`src/rtl/fetch_ctrl_if.sv`:
```
// Fetch-unit bus bundle: instruction-memory request/ack, decode handshake and redirects.
// The exc_req wire is present only when FETCH_CTRL_EXC_EN is defined.
interface fetch_ctrl_if;
  logic        imem_req;
  logic [31:0] imem_addr;
  logic        imem_ack;
  logic [31:0] imem_rdata;
  logic        instr_valid;
  logic        instr_ready;
  logic [31:0] instr_out;
  logic [31:0] instr_pc;
  logic        redirect;
  logic [31:0] redirect_target;
`ifdef FETCH_CTRL_EXC_EN
  logic        exc_req;
`endif

  modport master (
    output imem_req, imem_addr, instr_valid, instr_out, instr_pc,
    input  imem_ack, imem_rdata, instr_ready, redirect, redirect_target
`ifdef FETCH_CTRL_EXC_EN
    , input exc_req
`endif
  );

  modport slave (
    input  imem_req, imem_addr, instr_valid, instr_out, instr_pc,
    output imem_ack, imem_rdata, instr_ready, redirect, redirect_target
`ifdef FETCH_CTRL_EXC_EN
    , output exc_req
`endif
  );
endinterface

```
`src/rtl/fetch_ctrl.sv`:
```
// Single-outstanding instruction fetch controller with branch/jump redirect handling.
// Defining FETCH_CTRL_EXC_EN adds exc_req, which redirects to EXC_VECTOR ahead of redirect.
module fetch_ctrl #(
  parameter logic [31:0] RESET_PC   = 32'h0000_0000
`ifdef FETCH_CTRL_EXC_EN
  , parameter logic [31:0] EXC_VECTOR = 32'h0000_0080
`endif
) (
  input  logic         clk,
  input  logic         rst,
  fetch_ctrl_if.master bus,
  output logic [31:0]  pc
);

  typedef enum logic [1:0] {
    IDLE = 2'd0,
    REQ  = 2'd1,
    HOLD = 2'd2
  } state_e;

  state_e      state_q, state_d;
  logic [31:0] pc_q, pc_d;
  logic [31:0] instr_out_q, instr_out_d;
  logic [31:0] instr_pc_q, instr_pc_d;
  logic        pend_q, pend_d;
  logic [31:0] pend_tgt_q, pend_tgt_d;
  logic        redir_s;
  logic [31:0] redir_tgt_s;

  // Merge redirect sources into one request with a word-aligned target
  always_comb begin
`ifdef FETCH_CTRL_EXC_EN
    redir_s = bus.redirect | bus.exc_req;
    if (bus.exc_req) begin
      redir_tgt_s = {EXC_VECTOR[31:2], 2'b00};
    end else begin
      redir_tgt_s = {bus.redirect_target[31:2], 2'b00};
    end
`else
    redir_s     = bus.redirect;
    redir_tgt_s = {bus.redirect_target[31:2], 2'b00};
`endif
  end

  // State and datapath registers
  always_ff @(posedge clk or posedge rst) begin
    if (rst) begin
      state_q     <= IDLE;
      pc_q        <= {RESET_PC[31:2], 2'b00};
      instr_out_q <= 32'h0000_0000;
      instr_pc_q  <= 32'h0000_0000;
      pend_q      <= 1'b0;
      pend_tgt_q  <= 32'h0000_0000;
    end else begin
      state_q     <= state_d;
      pc_q        <= pc_d;
      instr_out_q <= instr_out_d;
      instr_pc_q  <= instr_pc_d;
      pend_q      <= pend_d;
      pend_tgt_q  <= pend_tgt_d;
    end
  end

  // Next-state and datapath update
  always_comb begin
    state_d     = state_q;
    pc_d        = pc_q;
    instr_out_d = instr_out_q;
    instr_pc_d  = instr_pc_q;
    pend_d      = pend_q;
    pend_tgt_d  = pend_tgt_q;
    case (state_q)
      IDLE: begin
        state_d = REQ;
        if (redir_s) begin
          pc_d = redir_tgt_s;
        end else begin
          pc_d = pc_q;
        end
      end
      REQ: begin
        if (bus.imem_ack) begin
          // A redirect seen during this request makes the returned word stale
          if (redir_s) begin
            pc_d   = redir_tgt_s;
            pend_d = 1'b0;
          end else if (pend_q) begin
            pc_d   = pend_tgt_q;
            pend_d = 1'b0;
          end else begin
            instr_out_d = bus.imem_rdata;
            instr_pc_d  = pc_q;
            pc_d        = pc_q + 32'd4;
            state_d     = HOLD;
          end
        end else if (redir_s) begin
          pend_d     = 1'b1;
          pend_tgt_d = redir_tgt_s;
        end else begin
          pend_d = pend_q;
        end
      end
      HOLD: begin
        if (redir_s) begin
          pc_d    = redir_tgt_s;
          state_d = REQ;
        end else if (bus.instr_ready) begin
          state_d = REQ;
        end else begin
          state_d = HOLD;
        end
      end
      default: begin
        state_d = IDLE;
      end
    endcase
  end

  // Outputs decoded from registered state
  always_comb begin
    bus.imem_req    = 1'b0;
    bus.instr_valid = 1'b0;
    case (state_q)
      REQ:     bus.imem_req    = 1'b1;
      HOLD:    bus.instr_valid = 1'b1;
      default: bus.imem_req    = 1'b0;
    endcase
    bus.imem_addr = pc_q;
    bus.instr_out = instr_out_q;
    bus.instr_pc  = instr_pc_q;
    pc            = pc_q;
  end

endmodule

```
`src/flat_wrapper.sv`:
```
// flat-port wrapper written by rule: the top's interface ports become plain ports
module fetch_ctrl_flat 
#(
  parameter logic [31:0] RESET_PC   = 32'h0000_0000

)
  (clk, rst, pc, bus_imem_req, bus_imem_addr, bus_instr_valid, bus_instr_out, bus_instr_pc, bus_imem_ack, bus_imem_rdata, bus_instr_ready, bus_redirect, bus_redirect_target);
  fetch_ctrl_if bus_i ();
  input  logic clk;
  input  logic rst;
  output logic [31:0] pc;
  output wire logic [$bits(bus_i.imem_req)-1:0] bus_imem_req;
  output wire logic [$bits(bus_i.imem_addr)-1:0] bus_imem_addr;
  output wire logic [$bits(bus_i.instr_valid)-1:0] bus_instr_valid;
  output wire logic [$bits(bus_i.instr_out)-1:0] bus_instr_out;
  output wire logic [$bits(bus_i.instr_pc)-1:0] bus_instr_pc;
  input wire logic [$bits(bus_i.imem_ack)-1:0] bus_imem_ack;
  input wire logic [$bits(bus_i.imem_rdata)-1:0] bus_imem_rdata;
  input wire logic [$bits(bus_i.instr_ready)-1:0] bus_instr_ready;
  input wire logic [$bits(bus_i.redirect)-1:0] bus_redirect;
  input wire logic [$bits(bus_i.redirect_target)-1:0] bus_redirect_target;
  assign bus_imem_req = bus_i.imem_req;
  assign bus_imem_addr = bus_i.imem_addr;
  assign bus_instr_valid = bus_i.instr_valid;
  assign bus_instr_out = bus_i.instr_out;
  assign bus_instr_pc = bus_i.instr_pc;
  assign bus_i.imem_ack = bus_imem_ack;
  assign bus_i.imem_rdata = bus_imem_rdata;
  assign bus_i.instr_ready = bus_instr_ready;
  assign bus_i.redirect = bus_redirect;
  assign bus_i.redirect_target = bus_redirect_target;
  fetch_ctrl #(.RESET_PC(RESET_PC)) u_core (.clk(clk), .rst(rst), .bus(bus_i), .pc(pc));
endmodule
```
`config.mk`:
```
export PLATFORM = sky130hd
export DESIGN_NAME = fetch_ctrl_flat
export DESIGN_NICKNAME = d
export VERILOG_FILES = /design/src/rtl/fetch_ctrl_if.sv /design/src/rtl/fetch_ctrl.sv /design/src/flat_wrapper.sv
export SDC_FILE = /design/constraint.sdc
export NUM_CORES = 1
export LEC_CHECK = 0
export CORE_AREA = 2 2 105 133
export CTS_CLUSTER_SIZE = 14
export DETAILED_ROUTE_END_ITERATION = 12
export DIE_AREA = 0 0 107 135
export PLACE_DENSITY_LB_ADDON = 0.08
export SETUP_SLACK_MARGIN = 0.1
export SYNTH_ARGS = -nofsm -noshare
export SYNTH_HDL_FRONTEND = slang
export SYNTH_SLANG_ARGS = --single-unit
```
`constraint.sdc`:
```
create_clock -name clk -period 5.3 [get_ports clk]
set_input_delay 0.53 -clock clk [delete_from_list [all_inputs] [get_ports clk]]
set_output_delay 0.53 -clock clk [all_outputs]
set_load 0.02 [all_outputs]
```
# Word level (Yosys, flattened, before mapping)
# Index checks and enable logic that the tools add are counted.
[classes]
n_addsub = 1
n_mul = 0
n_div = 0
magnitude_cmp = 0
eq_ne = 6
shift = 0
n_mux = 15
n_bitwise = 3
reduce_logical = 9
[op_table]
columns = ["cell", "count"]
rows = [
  ["32-bit two-way mux", 4],
  ["32-bit case mux with 2 select lines", 1],
  ["32-bit by 3-bit adder with 32-bit output (second input constant)", 1],
  ["2-bit two-way mux", 5],
  ["3-bit AND reduction", 3],
  ["2-bit inequality test (second input constant)", 3],
  ["2-bit case mux with 3 select lines", 1],
  ["1-bit two-way mux", 4],
  ["4-bit AND reduction", 1],
  ["2-bit nonzero test", 2],
  ["1-bit NOT", 3],
  ["2-bit by 1-bit equality test with 1-bit output (second input constant)", 1],
  ["2-bit equality test (second input constant)", 1],
  ["2-bit zero test", 1],
  ["2-bit by 1-bit inequality test with 1-bit output (second input constant)", 1],
  ["2-bit AND reduction", 1],
  ["2-bit OR reduction", 1],
]
[totals]
register_bits = 129
latchBits = 0
ramBits = 0
rom_bits = 0
in_bits = 69
output_inout_bits = 130
wordCells = 40
mem_count = 0

# Logic depth before layout (Yosys ltp)
# Gate-level depths: netlist of run 1.
[depth]
ltp_word = 5
depth_mapped = 8
ltp_nobuf = 6

# Worst setup path after synthesis of run 1
# OpenSTA, ideal clock, no wires.
[synth_timing]
path_kind = "register to register"
startpoint = "reg u_core.pc_q[2] (netlist: u_core.bus.imem_addr[2])"
endpoint = "reg u_core.pc_q[22] (netlist: u_core.bus.imem_addr[22])"
setup_ns = 0.125
arrival_ns = 1.764
required_ns = 5.175
slack_ns = 3.411
path_stages_with_launch = 8
n_path_buf = 1
synth_period_minus_slack_ns = 1.889
cell_sequence = "dfrtp_1 ha_1 and2_1 and4_1 buf_4 and4_1 o31ai_1 o21ai_1"
[synth_between]
elab_chain_cells = 5
[synth_lines]
columns = ["item", "line_no", "text"]
rows = [
  ["from (decl)", "fetch_ctrl.sv:22", "logic [31:0] pc_q, pc_d;"],
  ["from (signal assigned)", "fetch_ctrl.sv:49", "pc_q <= {RESET_PC[31:2], 2'b00};"],
  ["from (signal assigned)", "fetch_ctrl.sv:56", "pc_q <= pc_d;"],
  ["32-bit by 3-bit adder with 32-bit output", "fetch_ctrl.sv:93", "pc_d = pc_q + 32'd4;"],
  ["32-bit two-way mux", "fetch_ctrl.sv:87", "end else if (pend_q) begin"],
  ["32-bit two-way mux", "fetch_ctrl.sv:84", "if (redir_s) begin"],
  ["32-bit two-way mux", "fetch_ctrl.sv:82", "if (bus.imem_ack) begin"],
  ["32-bit case mux with 2 select lines", "fetch_ctrl.sv:72", "case (state_q)"],
]
# No other way between the ends. The select of a mux whose other input is x is not followed.
# A chain may end at the register's enable or synchronous reset.

# Worst setup path in the final report of run 1
[layout_timing]
startpoint = "in bus_redirect"
endpoint = "reg u_core.pc_q[20] (netlist: u_core.bus.imem_addr[20])"
[layout_between]
elab_chain_cells = 3
elab_cells_between_ends = 5
cone_classes = "1 x eq/ne; 3 x mux; 1 x reduce/logical"
[layout_lines]
columns = ["item", "line_no", "text"]
rows = [
  ["from (decl)", "flat_wrapper.sv:20", "input wire logic [$bits(bus_i.redirect)-1:0] bus_redirect;"],
  ["32-bit two-way mux", "fetch_ctrl.sv:84", ""],
  ["32-bit two-way mux", "fetch_ctrl.sv:82", ""],
  ["32-bit case mux with 2 select lines", "fetch_ctrl.sv:72", ""],
]
# Parallel ways exist; a longest one is shown, timed or not. The select of a mux whose other input is x is not followed.

==> flow_summary.json, run 1 <==
{
  "status": "finished, final reports clean",
  "wl_met1_um": 6757,
  "worst_slack_ns": 1.904,
  "n_antenna_cell": 0,
  "root_buffer": "clkbuf_16",
  "firstDrtPassIters": 4,
  "synth-seq-cells": 125,
  "start_kind": "input port",
  "cp_data_required_time_ns": 5.61,
  "hold_path_class": "flip-flop to flip-flop",
  "dp_hpwl_um": 10610,
  "top_layer": "met4",
  "cts_resized": 0,
  "finalSetupTns_ns": 0,
  "powerDensity_mw_per_mm2": 667.3,
  "grt_pass1_vias": 4918,
  "die_w_um": 107,
  "fin_skew_ns": 0.007823,
  "hold_buffers": 0,
  "grt_max_degree": 85,
  "drcViolationCount": 0,
  "placed_cells": 829,
  "synth_edf_count": 0,
  "postSynthCellCount": 529,
  "die-area_sq_mm": 0.01445,
  "rsz0062_at_grt": "no",
  "ios": 199,
  "timing.fmax_ghz": 0.2945,
  "path_clk_slew_ns": 0.06,
  "antenna_found_initial": 0,
  "final_cells": 861,
  "relSlewSlack": 0.2295,
  "clk_latency_ns": 0.41,
  "wl_per_cell_um": 18.42,
  "syn_to_final_growth_pct": 39.21,
  "initial_core_util": 0.4652,
  "hold_violations": 0,
  "synth_area_sq_mm": 0.006101,
  "io_buffers": 190,
  "grt_overflow_total": 0,
  "yosys.area.top_type_share": 0.5127,
  "async_flop_share": 1.000,
  "cts_made_buffers": 17,
  "vias": 4731,
  "grt_usage": 0.2242,
  "seq_area_frac_synth": 0.5127,
  "drv_slew": 0,
  "synthTopCellsByArea": "dfrtp_1, mux2_2, buf_4",
  "maxCapViolCount": 0,
  "clockBufferDepth": 2,
  "nets": 747,
  "gp_congestion": 0.8051,
  "r2r_setup_slack_ns": 2.16,
  "synth_area_per_cell_sq_um": 11.53,
  "cts_num_sinks": 125,
  "drtIter0Drc": 240,
  "ys_warn_count": 0,
  "viasPerCell": 5.495,
  "htreeDepth": 4,
  "wl_met3_um": 959,
  "row_count": 47,
  "die_y_um": 135,
  "grt_pass1_wl_um": 25430,
  "synth_flop_cell": "dfrtp_1",
  "arrival_ns": 3.70,
  "core-area_sq_mm": 0.01311,
  "critical_path_class": "input port to flip-flop",
  "yosysMostFrequentCell": "dfrtp_1",
  "cts_tree": "yes",
  "min_period_ns": 3.396,
  "worstPathMaxFanout": 11,
  "pre_cts_slack_ns": 1.560,
  "dr_wl_met2_um": 8020,
  "synth_commonest_cells": "dfrtp_1, mux2_2, buf_4",
  "synth_cell_types": 55,
  "yosys.area.top_type": "dfrtp_1",
  "postCtsSetupBuffers": 0,
  "fin_crit_sh": 0.6407,
  "setup_viol": 0,
  "worst_setup_path_end_kind": "flip-flop",
  "peakVddDrop_mv": 0.3322,
  "drive_gt1_frac": 0.2101,
  "worst_slew_pin_slew_ns": 1.133,
  "finalPower_mw": 5.667,
  "detail-route-antenna-nets": 0,
  "p_leak_nw": 3.434,
  "routed_wl_um": 15860
}
[path summary, 6_finish.rpt]
check / start / to / cells past startpoint
max: bus_redirect / u_core.bus.imem_addr[20] / 6
min: u_core.bus.instr_pc[22] / u_core.bus.instr_pc[22] / 2
max reg2reg: u_core.state_q[0] / u_core.bus.imem_addr[20] / 5
min reg2reg: u_core.bus.instr_pc[22] / u_core.bus.instr_pc[22] / 2
max in group asynchronous: rst / u_core.bus.instr_out[17] / 3
min in group asynchronous: rst / u_core.bus.instr_out[4] / 2
[stage by stage]
step	cell area (sq um)	hold slack [ns]	utilization
2_1_floorplan	6120	0.4628	-
3_3_place_gp	7854	0.4713	0.5989
3_5_place_dp	7854	0.4762	0.5989
4_1_cts	8493	0.4896	0.6476
5_1_grt	8493	0.5153	0.6476
6_report	8493	0.4873	0.6476
[worst max-delay path: stages]
cell and delay [ns]:
clkdlybuf4s50_1 0.62, nor2b_1 0.84, nand2_1 0.40, nor2_1 0.95
a221oi_1 0.21, o21ai_0 0.15
[cell families after synthesis]
family,after synthesis,synth area share
xor gates and xnor gates,17,0.02441
buffers and inverters,73,0.07198
adders and majority gates,1,0.002051
other,1,0.0006147
DFF,125,0.5127
muxes,97,0.1780
and+or+nand+nor,118,0.1077
AOI/OAI and AO/OA,97,0.1025
[flip-flops by register name (all words and copies together) (netlist names)]
| name | count |
|---|---|
| u_core.state_q | 2 |
| u_core.bus.instr_out | 32 |
| u_core.bus.instr_pc | 30 |
| u_core.pend_tgt_q | 30 |
| u_core.bus.imem_addr | 30 |
| u_core.pend_q | 1 |
[layer usage]
metal,track usage,up-vias
met4,0.06349,0
met3,0.04875,10
met2,0.3776,178
met1,0.2923,2363
met5,0,-
li1,-,2180
[power breakdown]
part	switching, mW	total (mW)	internal, mW
clock	0.412	1.25	0.843
combinational	1.22	2.54	1.32
sequential	0.469	1.87	1.40
total	2.10	5.67	3.56
[placed cells by master, fill, tap and decap left out, drive strengths merged, types with 5 or more instances in the layout]
cell type | synthesis | routed
a21oi | 27 | 27
a221oi | 13 | 13
and2 | 5 | 5
and3 | 15 | 15
bufinv | 0 | 5
clkbuf | 15 | 20
clkdlybuf4s50 | 0 | 190
conb | 1 | 6
dfrtp | 125 | 125
mux2 | 92 | 92
mux2i | 5 | 5
nand2 | 26 | 26
nand3 | 16 | 16
nand4 | 11 | 11
nor2 | 20 | 20
nor3 | 7 | 7
o211ai | 7 | 7
o21ai | 26 | 26
xnor2 | 9 | 9
xor2 | 8 | 8
[area by class of cell]
type / instances / area [sq um]
multi-input cells: 336 / 2566
flip-flops and latches: 125 / 3128
inverters: 3 / 13.76
fillers: 1070 / 4621
repair buffers: 194 / 1932
clock inverters: 12 / 192.7
clock buffers: 20 / 446.7
well taps: 171 / 214.0
No activity file was read; power rests on OpenSTA's default activity.
==> run 2, diff against run 1 <==
==> constraint.sdc (replaced) <==
create_clock -name clk -period 3.4 [get_ports clk]
set_input_delay 0.34 -clock clk [delete_from_list [all_inputs] [get_ports clk]]
set_output_delay 0.34 -clock clk [all_outputs]
set_load 0.02 [all_outputs]
==> run 2 against run 1 <==
- clock skew shrank 0.00063 ns
- first-iteration DRC count up 5.0%
- routed wire length up 1.7%
- worst hold slack worse by 0.14 ns
- clock power up 43%
- design area up 0.38%
- power increased by 53%
- sequential share of layout area decreased by 0.14 points
==> flow_summary.json, run 2 (same netlist as run 1, synthesis figures left out) <==
{
  "relSlewSlack": 0.2352,
  "finalPower_mw": 8.691,
  "fin_skew_ns": 0.007197,
  "timing.fmax_ghz": 0.3964,
  "status": "finished, final reports clean",
  "wl_per_cell_um": 18.59,
  "hold_buffers": 0,
  "regToRegStartpoint": "u_core.pend_q",
  "firstDrtPassIters": 5,
  "postCtsSetupBuffers": 0,
  "fin_crit_sh": 0.7420,
  "cts_resized": 0,
  "initial_core_util": 0.4652,
  "vias": 4756,
  "path_buf_inv": 1,
  "row_count": 47,
  "grt.met2_usage": 0.3928,
  "path_clk_slew_ns": 0.06,
  "worst_slew_pin_slew_ns": 1.143,
  "hold_violations": 0,
  "grt_overflow_total": 0,
  "worstPathMaxFanout": 11,
  "clockBufferDepth": 2,
  "drtIter0Drc": 252,
  "fillers": 1017,
  "ios": 199,
  "viasPerCell": 5.486,
  "grt_pass1_wl_um": 25350,
  "critical_path_class": "input port to flip-flop",
  "clkPwrFrac": 0.206,
  "setup_viol": 0,
  "drcViolationCount": 0,
  "peakVddDrop_mv": 0.5025,
  "grt_max_degree": 70,
  "clk_latency_ns": 0.41,
  "worst_setup_path_end_kind": "flip-flop",
  "hold_path_class": "input port to asynchronous set/reset pin",
  "nets": 754,
  "r2r-end": "u_core.bus.imem_addr[26]",
  "root_buffer": "clkbuf_16",
  "core-area_sq_mm": 0.01311,
  "reg2reg_depth": 5,
  "gp_congestion": 0.8146,
  "grt_use_met3": 0.04151,
  "power.internal_mw": 5.379,
  "maxCapViolCount": 0,
  "min_period_ns": 2.523,
  "mostFrequentLayoutCell": "clkdlybuf4s50_1",
  "start_kind": "input port",
  "r2r_setup_slack_ns": 0.91,
  "critPathMaxStageDelay_ns": 0.93,
  "drive_gt1_frac": 0.2198,
  "drv_slew": 0,
  "p_seq_frac": 0.330,
  "powerDensity_mw_per_mm2": 1019,
  "dp_hpwl_um": 10830,
  "cts_num_sinks": 125,
  "path_cells": "clkdlybuf4s50_1, nor2b_1, nand2_1, nor2_1, a221oi_1, o21ai_1",
  "largest_reg_flops": 32,
  "syn_to_final_growth_pct": 39.75,
  "rsz0062_at_grt": "no",
  "cp_data_required_time_ns": 3.73,
  "cts_tree": "yes",
  "cts_made_buffers": 17,
  "crit_slowest_cell": "nor2_1",
  "die_w_um": 107,
  "finalSetupTns_ns": 0,
  "routed_wl_um": 16120,
  "p_sw_frac": 0.3811,
  "grt_usage": 0.2259,
  "die-area_sq_mm": 0.01445,
  "final_cell_mix": "clkdlybuf4s50_1, dfrtp_1, mux2_2",
  "antenna_found_initial": 0,
  "io_buffers": 190,
  "power_frac_comb": 0.464,
  "grt_pass1_vias": 4791,
  "htreeDepth": 4,
  "arrival_ns": 2.85,
  "p_switching_mw": 3.312,
  "n_antenna_cell": 0,
  "cp_top_family": "simple AND/OR/NAND/NOR gates",
  "grt.busiest_layer": "met2",
  "detail-route-antenna-nets": 0,
  "gr-usage-met1": 0.2816,
  "die_y_um": 135,
  "p_leak_nw": 3.438
}
## run 2: metal layers
metal,vias up,wire [um]
li1,2190,-
met1,2349,6633
met2,201,8291
met3,16,944
met4,0,249
met5,-,0
## run 2: stage by stage
stage	cell area (sq um)	hold WS (ns)	cells	util	worst slack, ns
final	8526	0.3479	867	0.6501	0.8770
after global routing	8526	0.3723	867	0.6501	0.8360
after CTS	8526	0.3570	867	0.6501	0.9866
after detailed placement	7933	0.4753	836	0.6049	0.6429
after global placement	7933	0.4720	836	0.6049	0.7425
after floorplan	6123	0.4487	534	-	1.511
## run 2: how the worst max path moves through the flow
stage                                        from                  endpoint  cells past startpoint  slack, ns
after floorplan           u_core.bus.imem_addr[2]  u_core.bus.imem_addr[22]                      7       1.51
after global placement               bus_imem_ack  u_core.bus.imem_addr[29]                      6       0.74
after detailed placement             bus_imem_ack  u_core.bus.imem_addr[20]                      6       0.64
after CTS                           u_core.pend_q  u_core.bus.imem_addr[26]                      5       0.99
after global routing                u_core.pend_q  u_core.bus.imem_addr[26]                      5       0.84
final                                bus_imem_ack  u_core.bus.imem_addr[26]                      6       0.88
## run 2: cell type report
cell class | instances | area (sq um) | share of cell area
sequential | 125 | 3128 | 0.3669
multi-input combinational | 336 | 2566 | 0.3010
timing repair buffer | 201 | 2009 | 0.2357
clock buffer | 19 | 452.9 | 0.05313
tap | 171 | 214.0 | 0.02510
clock inverter | 12 | 140.1 | 0.01644
inverter | 3 | 15.01 | 0.001761
## run 2: power groups by stage
stage | combinational, mW | sequential [mW] | clock, mW
2_1_floorplan | 1.82 | 3.38 | 0
3_3_place_gp | 3.98 | 2.86 | 0
3_5_place_dp | 4.05 | 2.90 | 0
4_1_cts | 4.07 | 2.87 | 1.83
5_1_grt | 4.27 | 2.98 | 1.90
6_report | 4.03 | 2.87 | 1.79
==> run 3, diff against run 2 <==
--- a/config.mk
+++ b/config.mk
@@ -5,10 +5,10 @@
 export SDC_FILE = /design/constraint.sdc
 export NUM_CORES = 1
 export LEC_CHECK = 0
-export CORE_AREA = 2 2 105 133
+export CORE_AREA = 2 2 111 140
 export CTS_CLUSTER_SIZE = 14
 export DETAILED_ROUTE_END_ITERATION = 12
-export DIE_AREA = 0 0 107 135
+export DIE_AREA = 0 0 113 142
 export PLACE_DENSITY_LB_ADDON = 0.08
 export SETUP_SLACK_MARGIN = 0.1
 export SYNTH_ARGS = -nofsm -noshare
==> constraint.sdc (replaced) <==
create_clock -name clk -period 2.3 [get_ports clk]
set_input_delay 0.23 -clock clk [delete_from_list [all_inputs] [get_ports clk]]
set_output_delay 0.23 -clock clk [all_outputs]
set_load 0.02 [all_outputs]
==> run 3 against run 2 <==
- the flow now finishes with violations (design-rule violations)
- worst hold slack worse by 0.056 ns
- critical path type is now flip-flop to output port
- routed wire length increased by 4.1%
- via count up 1.8%
- sequential share of layout area shrank 0.88 points
- global-route usage is 1.1 points lower
- register-to-register slack got worse by 0.63 ns
- highest routed layer unchanged
- largest power group unchanged
- utilization decreased by 5.8 points
==> flow_summary.json, run 3 (same netlist as run 1, synthesis figures left out) <==
{
  "arrival_ns": 1.79,
  "largest_reg_flops": 32,
  "p_switching_mw": 4.880,
  "row_count": 50,
  "grt_overflow_total": 0,
  "root_buffer": "clkbuf_16",
  "worst_slew_pin_slew_ns": 0.7450,
  "clockBufferDepth": 2,
  "rsz0062_at_grt": "no",
  "cts_num_sinks": 125,
  "final_cell_mix": "clkdlybuf4s50_1, dfrtp_1, mux2_2",
  "drtIter0Drc": 247,
  "drv_slew": 0,
  "grt_pass1_vias": 5136,
  "cp_top_family": "buffers and inverters",
  "drive_gt1_frac": 0.2441,
  "fin_crit_sh": 0.8785,
  "p_sw_frac": 0.3761,
  "antenna_found_initial": 0,
  "p_seq_frac": 0.312,
  "die_w_um": 113,
  "cts_tree": "yes",
  "drcViolationCount": 19,
  "vias": 4842,
  "path_cells": "and2b_1, clkdlybuf4s50_1",
  "timing.fmax_ghz": 0.4949,
  "grt_usage": 0.2150,
  "nets": 779,
  "core-area_sq_mm": 0.01476,
  "worst_setup_path_end_kind": "output port",
  "routed_wl_um": 16780,
  "setup_viol": 0,
  "powerDensity_mw_per_mm2": 1485,
  "multiInputGateArea_sq_mm": 0.002566,
  "critPathMaxStageDelay_ns": 0.66,
  "reg2reg_depth": 6,
  "grt_pass1_wl_um": 26810,
  "violations": "design-rule violations",
  "die-area_sq_mm": 0.01605,
  "finalSetupTns_ns": 0,
  "cts_made_buffers": 17,
  "power_frac_comb": 0.495,
  "critical_path_class": "flip-flop to output port",
  "die_y_um": 142,
  "detail-route-antenna-nets": 0,
  "hold_path_class": "input port to asynchronous set/reset pin",
  "postCtsSetupBuffers": 0,
  "cp_num_cells": 2,
  "path_clk_slew_ns": 0.05,
  "firstDrtPassIters": 8,
  "p_leak_nw": 3.583,
  "relSlewSlack": 0.5023,
  "clkPwrFrac": 0.193,
  "fin_skew_ns": 0.008215,
  "power.internal_mw": 8.095,
  "n_antenna_cell": 0,
  "peakVddDrop_mv": 0.6241,
  "start_kind": "flip-flop",
  "dp_hpwl_um": 11890,
  "wl_per_cell_um": 18.58,
  "placed_area_sq_mm": 0.008184,
  "register_area_sq_mm": 0.003129,
  "mostFrequentLayoutCell": "clkdlybuf4s50_1",
  "viasPerCell": 5.362,
  "min_period_ns": 2.020,
  "worstPathMaxFanout": 10,
  "maxCapViolCount": 0,
  "final_area_sq_mm": 0.008740,
  "htreeDepth": 4,
  "utilization": 0.5919,
  "finalPower_mw": 12.98,
  "gp_congestion": 0.7793,
  "crit_slowest_cell": "clkdlybuf4s50_1",
  "cp_data_required_time_ns": 2.07,
  "status": "complete, but fails checks",
  "initial_core_util": 0.4132,
  "syn_to_final_growth_pct": 43.25,
  "clk_latency_ns": 0.42,
  "fillers": 1275,
  "hold_slack_ns": 0.2922,
  "hold_buffers": 0,
  "ios": 199,
  "path_buf_inv": 1,
  "hold_violations": 0,
  "grt_max_degree": 41,
  "io_buffers": 190
}
[run 3: cell types whose count changed in the layout (fill, tap and decap cells not counted)]
cell / before / now
buf_4: 9 / 30
clkinv_2: 0 / 5
clkinvlp_4: 7 / 2
buf_12: 2 / 6
clkbuf_1: 0 / 3
clkinv_4: 3 / 0
clkbuf_8: 2 / 4
bufinv_16: 2 / 1
dfrtp_1: 125 / 124
dfrtp_2: 0 / 1
inv_6: 1 / 0
[run 3: stage by stage]
step                worst slack [ns]  instances
floorplan                     0.4111        534
global placement              0.2143        872
detailed placement            0.1930        872
CTS                           0.1652        903
global route                  0.1861        903
finish                        0.2795        903
[run 3: per-layer routing]
layer  global-route usage  share of wire  vias to the layer above
li1                     -              -                     2233
met1               0.2630           0.40                     2399
met2               0.3709           0.51                      188
met3              0.04770          0.079                       22
met4              0.08151          0.017                        0
met5                    0              0                        -
[run 3: path summary, 6_finish.rpt]
path	start	end	slack (ns)
worst max-delay path	u_core.state_q[0]	bus_imem_req	0.28
worst min-delay path	rst	u_core.bus.imem_addr[26]	0.29
worst max register to register	u_core.bus.imem_addr[2]	u_core.bus.imem_addr[14]	0.28
worst min register to register	u_core.bus.instr_pc[22]	u_core.bus.instr_pc[22]	0.49
max in group asynchronous	rst	u_core.bus.instr_pc[22]	1.41
min in group clk	bus_imem_rdata[7]	u_core.bus.instr_out[7]	0.43
[run 3: power groups by stage]
stage	Clock (mW)	Combinational [mW]	Sequential (mW)
finish	2.51	6.42	4.04
global route	2.65	6.81	4.22
CTS	2.56	6.48	4.05
detailed placement	0	6.46	4.08
global placement	0	6.36	4.01
floorplan	0	2.69	5.00
[run 3: timing repair]
item,4_1_cts,5_1_grt
endpoints found under the setup margin,0,1
gates resized for setup,0,1
endpoints found under the hold margin,0,0
[run 3: area by class of cell]
cell class	instances	share of cell area
sequential	125	0.3581
multi-input combinational	336	0.2936
timing repair buffer	226	0.2571
clock buffer	24	0.05626
tap	182	0.02606
clock inverter	7	0.007158
inverter	3	0.001718
[run 3: worst reg2reg max path, stage by stage, from the launching register on]
cell,delay (ns)
dfrtp_1,0.36
ha_1,0.27
and2_1,0.20
and4_1,0.50
o21ai_0,0.14
a221oi_1,0.33
nor3_1,0.10
